File: src/rtl/bnn_pkg.sv
// Shared types and constants for the binarised-network OCR datapath.
// Scores are signed Q8.8 values carried in a 16-bit container.
package bnn_pkg;

  typedef logic signed [15:0] score_t;

  localparam int     NUM_CLASSES = 10;
  localparam score_t SCORE_MIN   = 16'sh8000;

endpackage : bnn_pkg

File: src/rtl/fc_argmax.sv
// fc_argmax: serial argmax over one vector of OC signed Q8.8 class scores.
// A vector is captured on the input handshake. The block then makes one
// compare per clock. The winning index and score are held on the output
// handshake until they are accepted.
// Optional build macro FC_ARGMAX_MARGIN_EN adds out_margin. This is the
// best score minus the second-best score, with ties for the maximum
// giving 0.
module fc_argmax
  import bnn_pkg::*;
#(
  parameter  int OC = NUM_CLASSES,
  localparam int CW = (OC > 1) ? $clog2(OC) : 1
) (
  input  logic          clk,
  input  logic          rst,
  input  logic          in_valid,
  output logic          in_ready,
  input  score_t        in_scores [0:OC-1],
  output logic          out_valid,
  input  logic          out_ready,
  output logic [CW-1:0] out_class,
  output score_t        out_score
`ifdef FC_ARGMAX_MARGIN_EN
  ,
  output logic [15:0]   out_margin
`endif
);

  typedef enum logic [1:0] {
    IDLE,
    SCAN,
    DONE
  } state_t;

  localparam logic [CW-1:0] LAST_IDX = CW'(OC - 1);

  state_t        state;
  score_t        scores [0:OC-1];
  score_t        best;
  logic [CW-1:0] best_idx;
  logic [CW-1:0] idx;

  logic          accept;
  score_t        cand;
  logic          take;
  score_t        best_nx;
  logic [CW-1:0] best_idx_nx;

`ifdef FC_ARGMAX_MARGIN_EN
  score_t        second;
  score_t        second_nx;
  logic [15:0]   margin_nx;
`endif

  assign accept = in_valid && in_ready;

  // Comparator: strictly-greater signed compare, so ties keep the lower index
  always_comb begin
    cand        = scores[idx];
    take        = cand > best;
    best_nx     = take ? cand : best;
    best_idx_nx = take ? idx : best_idx;
`ifdef FC_ARGMAX_MARGIN_EN
    second_nx = second;
    if (take) begin
      second_nx = best;
    end else if (cand > second) begin
      second_nx = cand;
    end
    margin_nx = best_nx - second_nx;
`endif
  end

  // Score array captures the whole vector only on the accept edge
  always_ff @(posedge clk) begin
    if (accept) begin
      for (int k = 0; k < OC; k++) begin
        scores[k] <= in_scores[k];
      end
    end
  end

  // Control FSM with registered handshake and result outputs
  always_ff @(posedge clk) begin
    if (rst) begin
      state     <= IDLE;
      in_ready  <= 1'b1;
      out_valid <= 1'b0;
      out_class <= '0;
      out_score <= '0;
      idx       <= '0;
      best      <= '0;
      best_idx  <= '0;
`ifdef FC_ARGMAX_MARGIN_EN
      second     <= SCORE_MIN;
      out_margin <= '0;
`endif
    end else begin
      case (state)
        IDLE: begin
          if (accept) begin
            best     <= in_scores[0];
            best_idx <= '0;
            in_ready <= 1'b0;
`ifdef FC_ARGMAX_MARGIN_EN
            second <= SCORE_MIN;
`endif
            if (OC > 1) begin
              idx   <= CW'(1);
              state <= SCAN;
            end else begin
              idx   <= '0;
              state <= DONE;
            end
          end
        end

        SCAN: begin
          best     <= best_nx;
          best_idx <= best_idx_nx;
`ifdef FC_ARGMAX_MARGIN_EN
          second <= second_nx;
`endif
          if (idx == LAST_IDX) begin
            state     <= DONE;
            out_valid <= 1'b1;
            out_class <= best_idx_nx;
            out_score <= best_nx;
`ifdef FC_ARGMAX_MARGIN_EN
            out_margin <= margin_nx;
`endif
          end else begin
            idx <= idx + 1'b1;
          end
        end

        DONE: begin
          if (!out_valid) begin
            // Single-class build arrives here with no scan, so publish one edge later
            out_valid <= 1'b1;
            out_class <= best_idx;
            out_score <= best;
`ifdef FC_ARGMAX_MARGIN_EN
            out_margin <= '0;
`endif
          end else if (out_ready) begin
            out_valid <= 1'b0;
            in_ready  <= 1'b1;
            idx       <= '0;
            state     <= IDLE;
          end
        end

        default: begin
          state     <= IDLE;
          in_ready  <= 1'b1;
          out_valid <= 1'b0;
          idx       <= '0;
        end
      endcase
    end
  end

endmodule : fc_argmax

File: config.mk
export PLATFORM = sky130hd
export DESIGN_NAME = fc_argmax
export DESIGN_NICKNAME = d
export VERILOG_FILES = /design/src/rtl/bnn_pkg.sv /design/src/rtl/fc_argmax.sv
export SDC_FILE = /design/constraint.sdc
export NUM_CORES = 1
export LEC_CHECK = 0
export CORE_ASPECT_RATIO = 0.75
export CORE_MARGIN = 5
export CORE_UTILIZATION = 52
export CTS_BUF_LIST = sky130_fd_sc_hd__clkbuf_4 sky130_fd_sc_hd__clkbuf_8 sky130_fd_sc_hd__clkbuf_16
export DETAILED_ROUTE_END_ITERATION = 16
export GPL_TIMING_DRIVEN = 0
export PLACE_DENSITY = 0.81
export SLEW_MARGIN = 5
export SYNTH_ARGS = -nofsm -noshare
export SYNTH_HDL_FRONTEND = slang
export SYNTH_SLANG_ARGS = --single-unit
File: constraint.sdc
create_clock -name clk -period 5.73 [get_ports clk]
set_input_delay 1.146 -clock clk [delete_from_list [all_inputs] [get_ports clk]]
set_output_delay 1.146 -clock clk [all_outputs]
set_load 0.005 [all_outputs]
Word level (Yosys, flattened, before mapping)
Memory sizes are Yosys's and may differ from the RTL's. A register that Yosys moved wholly into a read port is not among the register bits.
Index checks and enable logic that the tools add are counted.
{"block": "totals", "regBits": 48, "latch_bits": 0, "ram_bits": 160, "mem_bits_ro": 0, "elab_cells": 66, "n_memories": 1}
{"block": "classes", "add_sub_neg": 1, "multipliers": 0, "n_div": 0, "n_lt_le_gt_ge": 1, "n_eq_ne": 9, "shift": 0, "mux": 34, "n_bitwise": 2, "n_reduce_logical": 10}
{"memory": "scores", "words": 10, "width": 16, "read_ports": 1, "rd_ports_with_merged_regs": 1, "write_ports": 10, "line_no": "fc_argmax.sv:38", "text": "score_t scores [0:OC-1];"}
{"cell": "2-to-1 mux 16 bit", "n": 4}
{"cell": "one-hot mux 16 bit (2 select lines)", "n": 2}
{"cell": "2-to-1 mux 4 bit", "n": 10}
{"cell": "> comparator 16 bit", "n": 1}
{"cell": "one-hot mux 4 bit (2 select lines)", "n": 2}
{"cell": "inequality test 2 bit (second input constant)", "n": 6}
{"cell": "one-hot mux 4 bit (3 select lines)", "n": 1}
{"cell": "AND reduction 4 bit", "n": 3}
{"cell": "2-to-1 mux 1 bit", "n": 8}
{"cell": "2-to-1 mux 2 bit", "n": 4}
{"cell": "one-hot mux 1 bit (3 select lines)", "n": 2}
{"cell": "one-hot mux 2 bit (3 select lines)", "n": 1}
{"cell": "adder 4 x 1 -> 4 bit (second input constant)", "n": 1}
{"cell": "equality test 4 bit (second input constant)", "n": 1}
{"cell": "AND reduction 2 bit", "n": 2}
{"cell": "nonzero test 2 bit", "n": 2}
{"cell": "AND reduction 3 bit", "n": 1}
{"cell": "equality test 2 x 1 -> 1 bit (second input constant)", "n": 1}
{"cell": "equality test 2 bit (second input constant)", "n": 1}
{"cell": "zero test 2 bit", "n": 1}
{"cell": "NOT 1 bit", "n": 2}
{"cell": "logical AND 1 bit", "n": 1}

Longest topological paths before layout
Gate-level depths: netlist of run 1.
{"block": "logic_depth", "word_depth": 5, "mapped_depth": 14}

Worst setup path after synthesis of run 1
No wires, ideal clock.
{"block": "synth_path", "kind": "input to register", "startpoint": "in in_valid", "endpoint": "mem scores[0][0] (netlist bit) (enable)", "setup_time_ns": 0.513, "t_arrival_ns": 4.334, "required_ns": 5.217, "path_slack_ns": 0.884, "path_stages": 2, "path_buffers": 0, "path_cell_list": "nand2_1 inv_1"}
{"item": "start, declared", "line_no": "fc_argmax.sv:16", "text": "input logic in_valid,"}
{"item": "end, declared", "line_no": "fc_argmax.sv:38"}

==> results of run 1 <==
-- cell families after synthesis --
| family | Yosys count |
|---|---|
| compound gates | 163 |
| fa+ha+maj | 21 |
| buf+inv | 69 |
| flops | 212 |
| mux | 51 |
| simple gates | 137 |
-- worst min-delay path: cells and delay by family (launching register included) --
family / cells / cell delay (ns)
compound gates: 1 / 0.06
flops: 1 / 0.32
simple gates: 1 / 0.06
-- power groups by stage --
stage	sequential, W	combinational, W	clock, W
5_1_grt	0.00194	0.00110	0.00154
3_3_place_gp	0.00197	0.000970	0
3_5_place_dp	0.00195	0.00100	0
6_report	0.00192	0.00102	0.00146
2_1_floorplan	0.00194	0.000662	0
4_1_cts	0.00192	0.00101	0.00147
-- sequential cells by signal, indices dropped and copies added, names as in the netlist, named ones only --
signal	count
out_score	16
best	16
out_class	4
best_idx	4
in_ready	1
idx	4
scores	160
out_valid	1
state	2
-- stage by stage --
step	area, um^2	util	hold WS, ns	instances	total power (W)
after CTS	12200	0.693	0.486	1118	0.00441
final	12200	0.693	0.491	1118	0.00441
after floorplan	9250	-	0.452	653	0.00260
after global placement	11400	0.649	0.475	1079	0.00294
after detailed placement	11400	0.651	0.475	1080	0.00295
after global routing	12200	0.693	0.499	1118	0.00458
-- layout make-up --
type                       instances  area, um^2
clock buffer                      27         571
fill                            1215        5400
tap                              242         303
clock inverter                    11         159
multi-input combinational        372        3100
sequential                       212        5850
inverter                          25        98.8
timing repair buffer             185        1870
buffer                            44         210
-- path summary, 6_finish.rpt --
kind,cells after the start,to,startpoint,slack [ns]
worst max register to register,14,out_class[3],register,0.81
worst min-delay path,2,best_idx[1],best_idx[1],0.49
worst max-delay path,14,out_class[3],register,0.81
worst min register to register,2,best_idx[1],best_idx[1],0.49
-- per-layer routing --
metal / global-route usage / part of all wire / vias to the layer above
met5: 0 / 0 / -
met4: 0.0468 / 0.018 / 0
met3: 0.0750 / 0.12 / 37
met2: 0.361 / 0.46 / 367
met1: 0.331 / 0.41 / 3182
li1: - / - / 2989
-- placed cells by master (no fill, tap or decap), drive strengths merged, types with 2 or more instances in the layout --
cell,n
a21o,5
a21boi,2
a221o,18
a31o,15
bufinv,4
a21oi,62
dfxtp,52
o21a,3
buf,17
edfxtp,160
nor3,4
nor2,10
nand3,22
or2b,2
nand2,52
a22oi,2
mux2i,18
ha,21
nor2b,19
clkinv,5
nor3b,16
mux4,32
clkbuf,55
a211o,2
a211oi,17
o32ai,20
o21ai,6
clkdlybuf4s50,184
nand4,5
inv,26
nor4,4
==> summary by stage, run 1 <==
Yosys
sky130_fd_sc_hd__edfxtp_1 takes more of the synthesized area than any other cell. The complex-gate fraction of the synthesized area is 0.128. The net count of the mapped netlist is between 800 and 900. Of the total synthesized cell area, the portion taken by full adders, half adders and majority gates is 0.0284. Sorting the synthesized cells by area gives the leading types as sky130_fd_sc_hd__edfxtp_1 52%, sky130_fd_sc_hd__dfxtp_1 11%, sky130_fd_sc_hd__mux4_2 7.8%, sky130_fd_sc_hd__a21oi_1 3.3%, sky130_fd_sc_hd__ha_1 2.8%. The synthesized design contains 160 enable-type register cells. The multiplexer share of the synthesized area is 0.0986. Of the total synthesized cell area, the portion taken by XOR and XNOR cells is 0. The share of the synthesized area in the top cell type is 0.519. After synthesis the cells add up to slightly above 9000 um^2. In this run, synthesis produced a sequential element count of about 210. Among all flip-flop cells after synthesis, the most frequent one is sky130_fd_sc_hd__edfxtp_1. Of the total synthesized cell area, the portion taken by AND, OR, NAND and NOR gates is 0.0798. After synthesis, the largest family of logic cells by area is compound AO/OA/AOI/OAI gates. The sequential fraction of the synthesis area is 0.632. The number of distinct library cells after synthesis is 52. In the post-synthesis netlist, the cell with the most instances is sky130_fd_sc_hd__edfxtp_1. The commonest cells after synthesis are 160 x sky130_fd_sc_hd__edfxtp_1, 61 x sky130_fd_sc_hd__a21oi_1, 52 x sky130_fd_sc_hd__dfxtp_1, 52 x sky130_fd_sc_hd__nand2_1, 32 x sky130_fd_sc_hd__mux4_2. Synthesis produced a netlist whose cell count is ~650. The mean area per synthesized cell is approximately 14 um^2.

Yosys printed 0 warnings. The proportion of synthesized flip-flops having asynchronous set or reset is 0.

Clock tree
The number of levels in the clock H-tree is 1. The post-cts gate resize count is 0. After clock tree synthesis, the clock-pin slew on the worst setup and hold paths is roughly 0.06 ns. Buffers inserted during clock tree synthesis total 21. After clock tree synthesis, the setup repair step added 0 buffers. The tree is rooted in a sky130_fd_sc_hd__clkbuf_16. The clock passes through at most 3 buffers. The count of clock tree sinks is between 200 and 250.

TritonCTS built the clock tree. The source-to-sink clock delay at the later pin of the worst-skew pair is approximately 0.50 ns. Buffers inserted to repair hold after CTS numbered 0.

Power and ir drop
The sequential fraction of design power is 0.436. The maximum ir drop on the vdd rail is around 0.25 mV. Of the total power, combinational logic draws 0.232. The internal power is between 0.003 and 0.004 W. The leakage power of the design is ~4.1 nW. Power spread over the standard cell area amounts to about 360 nW/um^2. The proportion of total power due to net switching is 0.281.

The clock power share is 0.331. The net switching power figure is 0.00124 W.

Setup path
The data required time of the critical path is between 6 and 7 ns. For this design, the slowest cell found on the critical path is sky130_fd_sc_hd__nor4_2. The longest individual stage delay on the worst path is 0.65 ns. The highest net fanout along the worst path is 10. The sum of buffers and inverters on the critical path is 4. STA classifies the critical path endpoint as a register. Grouping stages by cell kind, the critical path spends the most delay in compound AO/OA/AOI/OAI gates. The arrival time reported for the critical path endpoint is around 5.3 ns. The critical path goes through buf_2 > buf_2 > mux4_2 > a211oi_1 > a21oi_1 > ha_1 > a41o_1 > a21oi_1 > o221ai_2 > nor4_2 > buf_4 > buf_4 > o21ai_1 > a41oi_1. The kind of critical path is register to register.

STA classifies the critical path startpoint as a register.

GRT
The via count of the first global-routing pass came to 6613. The initial antenna violation count is 0. For this run the aggregate overflow at the end of global routing stands at 0. The wire length of the first global-routing pass is between 30000 and 40000 um.

For this run, the total global-route usage over all layers was measured as 0.234. Entering global routing, the biggest net connects 95 pins.

Run status
The flow ran to the end, and the final reports show no timing, DRC or antenna violations.

Routing
Once detail routing completed, the nets flagged for antenna violations numbered 0. The pre-antenna-repair detailed-routing pass consisted of 5 iterations. The detailed-route via count is roughly 6600. The violation count after the first detailed-routing iteration is around 650.

Wires add up to approximately 24000 um. In the final routed layout, each cell accounts on average for about 22 um. The via count normalized by instance count is 5.88.

The post-detailed-route DRC marker count is 0.

Die
The initial core utilization is 0.527. The die covers slightly above 20000 um^2. The area inside the core boundary is roughly 18000 um^2.

The horizontal die dimension is around 160 um. The row count is 42. Measured along the y axis, the die boundary spans around 130 um. 186 I/O pins were placed.

Timing
The setup skew after layout is between 0.01 and 0.015 ns. The max-slew headroom at the worst pin is 0.414. Across all setup checks in the final design, the least slack found is a little over 0.8 ns. Setup violations remaining at the end of the flow were counted as 0.

The total count of hold-check failures in the final report is 0. The total count of max-transition violations in the final report came to 0. For the final routed database, the setup TNS stands at 0 ns.

The post-layout minimum cycle time is about 4.9 ns. Dividing the final minimum period by the clock period gives 0.859. The worst-margin pin slew is about 0.9 ns.

The fmax is about 200 MHz. Setup repair after global routing left no endpoint under its margin.

Flow run
Max-cap violations in this run came to 0.

Final layout
In the final layout, the share of cells above drive strength 1 is 0.106. Compared with the post-synthesis result, the final layout area differs by 31.4%. The repair_antennas step left the layout with diodes totalling 0. The total number of nets in the final design is ~1000.

Place
The count of input and output buffers is between 150 and 200. The post-placement worst setup slack is between 0.8 and 0.9 ns. The placer's final routability congestion estimate is roughly 0.90. The HPWL after detailed placement is roughly 18000 um.

Worst hold path
The worst hold path belongs to the class register to register.
No activity file was read; power rests on OpenSTA's default activity.
==> run 2: changes to the inputs <==
PLACE_DENSITY = 0.8   (was 0.81)
==> summary by stage, run 2 (synthesis results as in run 1) <==
Run status
Result of the run: finished, final reports clean (unchanged).

Routing
The mean routed wirelength per cell was 22.1 um (was 21.7 um). The post-detailed-route DRC marker count is 0 (unchanged). The via count normalized by instance count is 5.93 (was 5.88). The detailed-route via count came to 6629 (was 6575). The number of detailed-route iterations in the first pass is 5 (unchanged). The count of nets left with antenna violations after detail routing is 0 (unchanged). The total length of routed wires was 24700 um (was 24300 um). The violation count after the first detailed-routing iteration is 631 (was 648).

Setup path
The depth of the worst register-to-register path is 14 (unchanged). Cells along the critical path: buf_2 > buf_2 > mux4_2 > a211oi_1 > a21oi_1 > ha_1 > a41o_1 > a21oi_1 > o221ai_2 > nor4_2 > buf_4 > buf_4 > o32ai_1 > a31o_1 (was buf_2 > buf_2 > mux4_2 > a211oi_1 > a21oi_1 > ha_1 > a41o_1 > a21oi_1 > o221ai_2 > nor4_2 > buf_4 > buf_4 > o21ai_1 > a41oi_1). The startpoint type of the worst setup path was a register (unchanged). The highest net fanout along the worst path is 10 (unchanged).

The kind of critical path is register to register (unchanged). The reg-to-reg setup timing slack is 0.69 ns (was 0.81 ns). The standard cell with the maximum stage delay on the critical path is sky130_fd_sc_hd__nor4_2 (unchanged). The longest individual stage delay on the worst path is 0.66 ns (was 0.65 ns). The data required time of the critical path is 6.12 ns (was 6.14 ns). The arrival time reported for the critical path endpoint is 5.43 ns (was 5.33 ns). The worst reg2reg path endpoint is best[13] (was out_class[3]). The type of destination of the critical path is a register (unchanged).

Worst hold path
The launch instance of the worst min-delay path is best_idx[1] (unchanged). The hold-critical path depth is 2 (unchanged). The destination of the worst hold path is best_idx[1] (unchanged). The worst hold path class was register to register (unchanged).

GRT
The total global routing overflow is 0 (unchanged). The via count of the first global-routing pass was 6868 (was 6613). The met2 global-route usage is 0.376 (was 0.361). The global-route total usage across every layer was 0.239 (was 0.234). The pin count of the biggest net entering global routing is 101 (was 95). The global routing met3 resource utilization came to 0.0428 (was 0.0750). The most heavily used metal layer in global routing was met2 (unchanged). The met1 capacity usage during global routing is 0.354 (was 0.331). The initial antenna violation count came to 0 (unchanged). The wire length of the first global-routing pass is 38100 um (was 37100 um).

Final layout
The filler cell count in the final layout is 1197 (was 1215). Commonest non-fill, non-tap cells in the layout: 184 x sky130_fd_sc_hd__clkdlybuf4s50_1, 160 x sky130_fd_sc_hd__edfxtp_1, 61 x sky130_fd_sc_hd__a21oi_1 (unchanged). The register name with the most flops is scores (unchanged). Leading registers by flop count: scores (160), best (16), out_score (16) (unchanged). The multi-input logic area is 3100 um^2 (unchanged).

The commonest non-fill, non-tap cell in the layout is sky130_fd_sc_hd__clkdlybuf4s50_1 (unchanged). The synthesis-to-layout area growth came to 31.0% (was 31.4%). The flip-flop count of the largest register after layout is 160 (unchanged). The sequential cell area came to 5850 um^2 (unchanged). The total number of nets in the final design is 1046 (unchanged).

The share of final-layout standard cells stronger than drive strength 1 is 0.100 (was 0.106). The count of antenna diodes in the layout is 0 (unchanged). The final core area utilization is 0.690 (was 0.693).

Clock tree
The count of hold buffers inserted by post-cts repair was 0 (unchanged). The setup fix buffers added after clock tree synthesis is 0 (unchanged). The post-cts gate resize count was 0 (unchanged). The source-to-sink clock delay at the later pin of the worst-skew pair was 0.50 ns (about the same). The clock transition time at the flip-flop clock pins of the worst setup and hold paths is 0.06 ns (about the same).

The count of clock tree sinks is 212 (unchanged). The cell at the root of the clock tree is sky130_fd_sc_hd__clkbuf_16 (unchanged). The maximum buffer depth of the clock tree came to 3 (unchanged). The number of levels in the clock H-tree came to 1 (unchanged). The CTS tree is built (unchanged). The number of buffers created by CTS came to 21 (unchanged).

Power and ir drop
The power per standard cell area was 358 nW/um^2 (was 363 nW/um^2). The post-route total power is 0.00433 W (was 0.00441 W). The leakage power of the design is 4.05 nW (was 4.08 nW). The maximum ir drop on the vdd rail is 0.215 mV (was 0.252 mV).

Timing
Unrepaired setup endpoints after global routing: false (unchanged). The setup skew after layout is 0.00890 ns (was 0.0121 ns). The final setup violation count is 0 (unchanged). The ratio of final minimum period to clock period is 0.880 (was 0.859). The post-layout minimum cycle time is 5.04 ns (was 4.92 ns). The minimum hold slack is 0.495 ns (was 0.491 ns). The total count of hold-check failures in the final report came to 0 (unchanged).

The aggregate negative setup slack is 0 ns (unchanged). The worst-margin pin slew came to 0.828 ns (was 0.879 ns). The total count of max-transition violations in the final report is 0 (unchanged). The max-slew headroom at the worst pin was 0.446 (was 0.414). The fmax was 198 MHz (was 203 MHz). The minimum setup slack in the final design is 0.686 ns (was 0.809 ns).

Flow run
The number of max-cap violations is 0 (unchanged).

Die
The area of the die is 20600 um^2 (unchanged). The horizontal die dimension is 164 um (unchanged). The row count is 42 (unchanged). The die boundary height is 125 um (unchanged). The initial core utilization is 0.527 (unchanged). The top-level port count is 186 (unchanged). The area inside the core boundary is 17600 um^2 (unchanged).

Place
The HPWL after detailed placement is 18300 um (was 17800 um). The placer's final routability congestion estimate was 0.885 (was 0.898). The count of input and output buffers is 184 (unchanged). The post-placement worst setup slack is 0.861 ns (was 0.892 ns).
run 2: changes by cell type in the layout (fill, tap and decap cells not counted):
| cell | change |
|---|---|
| sky130_fd_sc_hd__clkinv_2 | -2 |
| sky130_fd_sc_hd__clkbuf_4 | -3 |
| sky130_fd_sc_hd__bufinv_16 | -1 |
| sky130_fd_sc_hd__clkinvlp_4 | +1 |
| sky130_fd_sc_hd__clkinv_1 | +5 |
run 2: power breakdown:
group | leakage, nW | switching, W | total (W) | internal [W]
registers | 1.96 | 0.0000922 | 0.00193 | 0.00184
logic | 1.76 | 0.000582 | 0.00103 | 0.000445
clock network | 0.335 | 0.000557 | 0.00138 | 0.000822
total | 4.05 | 0.00123 | 0.00433 | 0.00310
run 2: metrics by stage:
| step | area, um^2 | instances |
|---|---|---|
| final | 12100 | 1118 |
| after floorplan | 9250 | 653 |
| after detailed placement | 11400 | 1080 |
| after global routing | 12100 | 1118 |
| after CTS | 12100 | 1118 |
| after global placement | 11400 | 1079 |
run 2: worst max-delay path by stage:
stage | from | end | cells past startpoint
CTS | register | best[13] | 14
global placement | in_valid | scores[6][10] | 3
floorplan | in_valid | scores[0][0] | 2
finish | register | best[13] | 14
detailed placement | register | best[13] | 14
global route | register | best[13] | 14
run 2: critical path, delay by kind of cell (launching register included):
family	cells	cell delay, ns
buffers and inverters	4	1.26
muxes	1	0.56
DFF	1	0.40
adders and majority gates	1	0.37
AOI/OAI and AO/OA	7	1.67
and+or+nand+nor	1	0.66
run 2: cell type report:
type	count	area share
timing repair buffer	185	0.154
tap	242	0.0250
inverter	25	0.00816
clock inverter	14	0.0120
sequential	212	0.482
multi-input combinational	372	0.256
buffer	44	0.0173
clock buffer	24	0.0452
run 2: per-layer routing:
metal,part of all wire,wire [um]
met3,0.093,2290
met1,0.43,10600
met4,0.019,465
met2,0.46,11300
met5,0,0
